[src/rtl/mac_sched.sv]
// mac_sched: round-robin arbiter that lets two requesters take turns at one
// shared signed multiplier. Each requester streams a vector of operand pairs.
// The block accumulates the products into a saturating accumulator and
// returns the dot product tagged with the requester ID.
// The multiplier is outside this block: O_MUL_IN1/2 go out, and I_MUL_OUT
// comes back combinationally in the same cycle.
module mac_sched #(
    parameter int INWL  = 8,
    parameter int ACCWL = 20
) (
    input  logic                I_CLK,
    input  logic                I_RST_N,
    input  logic                I_REQ0_VALID,
    input  logic [INWL-1:0]     I_REQ0_IN1,
    input  logic [INWL-1:0]     I_REQ0_IN2,
    input  logic                I_REQ0_LAST,
    output logic                O_REQ0_READY,
    input  logic                I_REQ1_VALID,
    input  logic [INWL-1:0]     I_REQ1_IN1,
    input  logic [INWL-1:0]     I_REQ1_IN2,
    input  logic                I_REQ1_LAST,
    output logic                O_REQ1_READY,
    output logic [INWL-1:0]     O_MUL_IN1,
    output logic [INWL-1:0]     O_MUL_IN2,
    input  logic [2*INWL-1:0]   I_MUL_OUT,
    output logic                O_RES_VALID,
    output logic [ACCWL-1:0]    O_RES_DATA,
    output logic                O_RES_ID,
    output logic                O_RES_SAT,
    input  logic                I_RES_READY,
    output logic                O_BUSY
);

    // Number of sign bits needed to widen the product to the ACCWL+1 sum width.
    localparam int EXTW = ACCWL + 1 - 2 * INWL;

    typedef enum logic [1:0] {
        ST_IDLE  = 2'd0,
        ST_RUN   = 2'd1,
        ST_DRAIN = 2'd2,
        ST_DONE  = 2'd3
    } state_t;

    // Clamp an ACCWL+1 bit sum into ACCWL bits. It returns max positive or
    // max negative when the two top bits disagree.
    function automatic logic [ACCWL-1:0] clamp_sum(input logic [ACCWL:0] sum);
        logic [ACCWL-1:0] res;
        if (sum[ACCWL] != sum[ACCWL-1]) begin
            if (sum[ACCWL]) begin
                res = {1'b1, {(ACCWL-1){1'b0}}};
            end else begin
                res = {1'b0, {(ACCWL-1){1'b1}}};
            end
        end else begin
            res = sum[ACCWL-1:0];
        end
        return res;
    endfunction

    // Overflow occurs when the extra sum bit differs from the ACCWL sign bit.
    function automatic logic sum_ovf(input logic [ACCWL:0] sum);
        return sum[ACCWL] ^ sum[ACCWL-1];
    endfunction

    state_t             state_r;
    state_t             state_nxt;
    logic               gnt_r;
    logic               gnt_nxt;
    logic               ptr_r;
    logic               ptr_nxt;
    logic               rdy0_r;
    logic               rdy1_r;
    logic               res_valid_r;
    logic               busy_r;
    logic [INWL-1:0]    mul1_r;
    logic [INWL-1:0]    mul2_r;
    logic               mv_r;
    logic [ACCWL-1:0]   acc_r;
    logic               sat_r;

    logic               start_s;
    logic               beat_acc_s;
    logic               sel_last_s;
    logic [INWL-1:0]    sel_in1_s;
    logic [INWL-1:0]    sel_in2_s;
    logic [ACCWL:0]     sum_s;

    // A beat is taken only from the requester currently shown READY.
    always_comb begin
        beat_acc_s = (I_REQ0_VALID & rdy0_r) | (I_REQ1_VALID & rdy1_r);
        if (gnt_r) begin
            sel_in1_s  = I_REQ1_IN1;
            sel_in2_s  = I_REQ1_IN2;
            sel_last_s = I_REQ1_LAST;
        end else begin
            sel_in1_s  = I_REQ0_IN1;
            sel_in2_s  = I_REQ0_IN2;
            sel_last_s = I_REQ0_LAST;
        end
    end

    // Next-state logic for the arbiter and vector sequencer.
    always_comb begin
        state_nxt = state_r;
        gnt_nxt   = gnt_r;
        ptr_nxt   = ptr_r;
        start_s   = 1'b0;
        case (state_r)
            ST_IDLE: begin
                if (I_REQ0_VALID || I_REQ1_VALID) begin
                    start_s   = 1'b1;
                    state_nxt = ST_RUN;
                    if (I_REQ0_VALID && I_REQ1_VALID) begin
                        // On a tie, grant the requester that was not served last.
                        gnt_nxt = ~ptr_r;
                    end else if (I_REQ0_VALID) begin
                        gnt_nxt = 1'b0;
                    end else begin
                        gnt_nxt = 1'b1;
                    end
                end else begin
                    state_nxt = ST_IDLE;
                end
            end
            ST_RUN: begin
                if (beat_acc_s && sel_last_s) begin
                    state_nxt = ST_DRAIN;
                end else begin
                    state_nxt = ST_RUN;
                end
            end
            ST_DRAIN: begin
                state_nxt = ST_DONE;
            end
            ST_DONE: begin
                if (I_RES_READY) begin
                    state_nxt = ST_IDLE;
                    ptr_nxt   = gnt_r;
                end else begin
                    state_nxt = ST_DONE;
                end
            end
            default: begin
                state_nxt = ST_IDLE;
            end
        endcase
    end

    // State register. The handshake outputs are registered from the next state.
    always_ff @(posedge I_CLK or negedge I_RST_N) begin
        if (!I_RST_N) begin
            state_r     <= ST_IDLE;
            gnt_r       <= 1'b0;
            ptr_r       <= 1'b1;
            rdy0_r      <= 1'b0;
            rdy1_r      <= 1'b0;
            res_valid_r <= 1'b0;
            busy_r      <= 1'b0;
        end else begin
            state_r     <= state_nxt;
            gnt_r       <= gnt_nxt;
            ptr_r       <= ptr_nxt;
            rdy0_r      <= (state_nxt == ST_RUN) && !gnt_nxt;
            rdy1_r      <= (state_nxt == ST_RUN) && gnt_nxt;
            res_valid_r <= (state_nxt == ST_DONE);
            busy_r      <= (state_nxt != ST_IDLE);
        end
    end

    // Sign-extend the product, then add it to the accumulator at ACCWL+1 bits.
    always_comb begin
        sum_s = {acc_r[ACCWL-1], acc_r} + {{EXTW{I_MUL_OUT[2*INWL-1]}}, I_MUL_OUT};
    end

    // Operand registers and saturating accumulator. The product of a beat
    // is added one edge after the beat is accepted.
    always_ff @(posedge I_CLK or negedge I_RST_N) begin
        if (!I_RST_N) begin
            mul1_r <= {INWL{1'b0}};
            mul2_r <= {INWL{1'b0}};
            mv_r   <= 1'b0;
            acc_r  <= {ACCWL{1'b0}};
            sat_r  <= 1'b0;
        end else if (start_s) begin
            mv_r   <= 1'b0;
            acc_r  <= {ACCWL{1'b0}};
            sat_r  <= 1'b0;
        end else begin
            if (mv_r) begin
                acc_r <= clamp_sum(sum_s);
                sat_r <= sat_r | sum_ovf(sum_s);
            end else begin
                acc_r <= acc_r;
                sat_r <= sat_r;
            end
            mv_r <= beat_acc_s;
            if (beat_acc_s) begin
                mul1_r <= sel_in1_s;
                mul2_r <= sel_in2_s;
            end else begin
                mul1_r <= mul1_r;
                mul2_r <= mul2_r;
            end
        end
    end

    assign O_REQ0_READY = rdy0_r;
    assign O_REQ1_READY = rdy1_r;
    assign O_MUL_IN1    = mul1_r;
    assign O_MUL_IN2    = mul2_r;
    assign O_RES_VALID  = res_valid_r;
    assign O_RES_DATA   = acc_r;
    assign O_RES_ID     = gnt_r;
    assign O_RES_SAT    = sat_r;
    assign O_BUSY       = busy_r;

endmodule

[config.mk]
export PLATFORM = sky130hd
export DESIGN_NAME = mac_sched
export DESIGN_NICKNAME = d
export VERILOG_FILES = /design/src/rtl/mac_sched.sv
export SDC_FILE = /design/constraint.sdc
export NUM_CORES = 1
export LEC_CHECK = 0
export CAP_MARGIN = 20
export CORE_ASPECT_RATIO = 1.5
export CORE_MARGIN = 3
export CORE_UTILIZATION = 45
export DETAILED_ROUTE_END_ITERATION = 6
export GPL_TIMING_DRIVEN = 0
export PLACE_DENSITY = 0.74
export SETUP_SLACK_MARGIN = 0.15
export SYNTH_ARGS = -nofsm -noshare
export SYNTH_HDL_FRONTEND = slang
export SYNTH_SLANG_ARGS = --single-unit
[constraint.sdc]
create_clock -name I_CLK -period 3.5 [get_ports I_CLK]
set_input_delay 1.05 -clock I_CLK [delete_from_list [all_inputs] [get_ports I_CLK]]
set_output_delay 1.05 -clock I_CLK [all_outputs]
set_load 0.02 [all_outputs]
==> flow_metrics.tcl <==
set metrics [dict create \
    cts-root-buf "clkbuf_8" \
    grt_pass1_vias 3317 \
    ant_nets 0 \
    sw_frac_of_total_pct 45.2 \
    antenna_found_initial 0 \
    synth_area_per_cell_um2 9.23 \
    dp_hpwl_mm 7.14 \
    synth-seq-cells 46 \
    power.internal_w 0.00271 \
    pwr-share-comb_pct 71.8 \
    finalPower_w 0.00495 \
    diodes 0 \
    start_util_pct 47.5 \
    nNetsFinal 555 \
    multiInputGateArea_um2 2300 \
    use_met2_pct 41.6 \
    worstPathArrival_ps 3530 \
    htreeDepth 2 \
    worstMarginPinSlew_ps 667 \
    max-slew-margin-rel_pct 55.4 \
    synth-xor-area-share_pct 3.41 \
    status "completed" \
    synth_area_um2 3340 \
    wl_per_cell_um 17.0 \
    synthMuxAreaShare_pct 6.10 \
    die_y_um 112 \
    powerDensity_nw_per_um2 997 \
    cts_sinks 46 \
    grt_pass1_wl_mm 15.9 \
    crit_path_start_kind "input port" \
    pwr-share-seq_pct 19.8 \
    path_max_fanout 5 \
    viasPerCell 5.64 \
    rsz0062_at_grt "no" \
    cap_violations 0 \
    drtIter0Drc 117 \
    yosysWarnings 0 \
    routed_wl_mm 9.82 \
    cp_data_required_time_ps 3740 \
    gp_congestion 0.866 \
    post-route-min-period_ps 3290 \
    grt_util_met3_pct 6.23 \
    row_count 37 \
    reg2reg_slack_ps 660 \
    clk_latency_ps 310 \
    hold-path-endpoint "O_MUL_IN2[7]$_DFFE_PN0P_" \
    finalHoldViolCount 0 \
    die_area_um2 8510 \
    final_util_pct 70.6 \
    synth_top_area_share_pct 33.7 \
    grt_max_degree 35 \
    clkPwrFrac_pct 8.4 \
    synthCells 362 \
    yosysSeqAreaShare_pct 34.5 \
    setup_viol 0 \
    ir_drop_mv 0.523 \
    yosys-top-cells-area "dfrtp_1, ha_1, o21ai_0" \
    synthSimpleGateAreaFrac_pct 11.7 \
    postSynth.asyncResetShare_pct 100 \
    fmaxAchievable_ghz 0.304 \
    hold_path.class "reg -> reg" \
    synth-main-ff-cell "dfrtp_1" \
    drive_gt1_share_pct 22.7 \
    grtUsageTotal_pct 22.6 \
    mappedNetlistNets 438 \
    firstDrtPassIters 4 \
    slew_violations 0 \
    hold_path_startpoint "O_MUL_IN2[7]$_DFFE_PN0P_" \
    synth_top_family_by_area "compound AO/OA/AOI/OAI gates" \
    worstHoldPathCells 2 \
    cts.path.max_buffers 2 \
    core_area_um2 7040 \
    use_met1_pct 25.5 \
    overflow 0 \
    nFillCells 589 \
    synth_area_leader_cell "dfrtp_1" \
    p_leak_nw 2.13 \
    synth_fa_ha_area_share_pct 13.1 \
    via_count 3253 \
    synth_most_common_cell "o21ai_0" \
    rr_worst_depth 9 \
    synth_cell_types 55 \
    fin_skew_ps 7.11 \
    chipWidth_um 76.4 \
    post-route-period-util_pct 94.1 \
    path_clk_slew_ps 100 \
    worstReg2RegEnd "O_RES_DATA[12]$_DFFE_PN0P_" \
    cts_made_buffers 5 \
    port_buffers 96 \
    synthToLayoutAreaGrowth_pct 48.8 \
    critical_path_class "in -> reg" \
    final-seq-area_um2 1150 \
    drc 0 \
    synth_edf_count 0 \
    r2r-start "O_RES_DATA[1]$_DFFE_PN0P_" \
    p_sw_w 0.00224 \
    ios 97 \
    synth_compound_area_share_pct 26.0 \
    end_kind "flip-flop" \
    cts_tree "done" \
    top_usage_layer "met2" \
    synth_common_cells "o21ai_0, dfrtp_1, nand2_1" \
]
## worst max-delay path, cell delays in order
cell	delay, ps
dlygate4sd2_1	270
ha_4	290
o21ai_2	170
o21bai_2	110
o41ai_4	480
a21oi_1	130
a311o_2	420
clkbuf_16	190
maj3_2	280
a21oi_1	140
## routing by layer
| layer | vias up | part of all wire [%] | routed length (um) |
|---|---|---|---|
| met4 | 0 | 2.3 | 229 |
| met3 | 19 | 7.1 | 695 |
| li1 | 1572 | - | - |
| met1 | 1550 | 39 | 3800 |
| met5 | - | 0 | 0 |
| met2 | 112 | 52 | 5100 |
## layout make-up
| cell class | count | area share [%] |
|---|---|---|
| Multi-Input combinational cell | 285 | 46.2 |
| Clock buffer | 6 | 1.46 |
| Sequential cell | 46 | 23.2 |
| Inverter | 10 | 0.755 |
| Timing Repair Buffer | 110 | 22.2 |
| Clock inverter | 2 | 0.755 |
| Tap cell | 97 | 2.44 |
| Buffer | 21 | 3.02 |
## how the worst max path moves through the flow
stage	start	endpoint	slack (ps)	cells after the start
detailed placement	I_MUL_OUT[0]	O_RES_DATA[18]$_DFFE_PN0P_	-520	11
global route	I_MUL_OUT[2]	O_RES_DATA[10]$_DFFE_PN0P_	110	10
global placement	I_MUL_OUT[0]	O_RES_DATA[18]$_DFFE_PN0P_	-520	11
floorplan	I_MUL_OUT[0]	O_RES_DATA[12]$_DFFE_PN0P_	170	9
finish	I_MUL_OUT[2]	O_RES_DATA[12]$_DFFE_PN0P_	210	10
CTS	I_MUL_OUT[7]	O_RES_DATA[4]$_DFFE_PN0P_	150	11
## power groups by stage
stage,registers [W],clock network [W],logic [W]
6_report,0.000983,0.000414,0.00356
5_1_grt,0.00102,0.000434,0.00387
4_1_cts,0.000963,0.000417,0.00318
3_5_place_dp,0.000958,0,0.00304
3_3_place_gp,0.000955,0,0.00299
2_1_floorplan,0.00120,0,0.00184
## sequential cells by signal (all words and copies together), names as in the netlist
register      cells
O_BUSY            1
O_MUL_IN1         8
O_MUL_IN2         8
O_REQ0_READY      1
O_REQ1_READY      1
O_RES_DATA       20
O_RES_ID          1
O_RES_SAT         1
O_RES_VALID       1
mv_r              1
ptr_r             1
state_r           2
## kinds of logic after synthesis
group	Yosys count
mux	20
buf+inv	31
flops	46
xor+xnor	13
compound gates	134
simple gates	82
fa+ha+maj	36
## metrics by stage
step | std cells | setup TNS (ps) | hold slack (ps) | worst slack, ps | area (um^2)
after global placement | 555 | -9790 | 461 | -524 | 4430
after global routing | 577 | 0 | 503 | 115 | 4970
after detailed placement | 556 | -9690 | 469 | -519 | 4440
after CTS | 569 | 0 | 491 | 146 | 4680
final | 577 | 0 | 487 | 206 | 4970
after floorplan | 362 | 0 | 542 | 167 | 3340
## what timing repair did
action	in CTS	in global routing
gates resized for setup	25	60
gates cloned	0	2
endpoints found under the setup margin	21	21
pin swaps	18	27
buffers inserted	5	6
hold buffers	0	0
## layout by cell type, fill, tap and decap left out, drive strengths merged, types with 2 or more instances in the layout
| cell | n |
|---|---|
| a2111oi | 2 |
| a211o | 2 |
| a211oi | 7 |
| a21boi | 2 |
| a21o | 6 |
| a21oi | 38 |
| a22o | 2 |
| a31o | 2 |
| a31oi | 4 |
| a41oi | 2 |
| and2 | 6 |
| buf | 22 |
| clkbuf | 19 |
| clkdlybuf4s50 | 82 |
| dfrtp | 45 |
| dlygate4sd2 | 3 |
| dlygate4sd3 | 3 |
| dlymetal6s2s | 8 |
| ha | 20 |
| inv | 10 |
| maj3 | 15 |
| mux2 | 3 |
| mux2i | 17 |
| nand2 | 38 |
| nand2b | 3 |
| nand3 | 13 |
| nand4 | 2 |
| nor2 | 10 |
| nor3 | 3 |
| o211ai | 3 |
| o21ai | 49 |
| o21bai | 3 |
| o221a | 4 |
| o31ai | 3 |
| or3 | 2 |
| xnor2 | 7 |
| xor2 | 6 |
(Power assumes the default switching activity.)
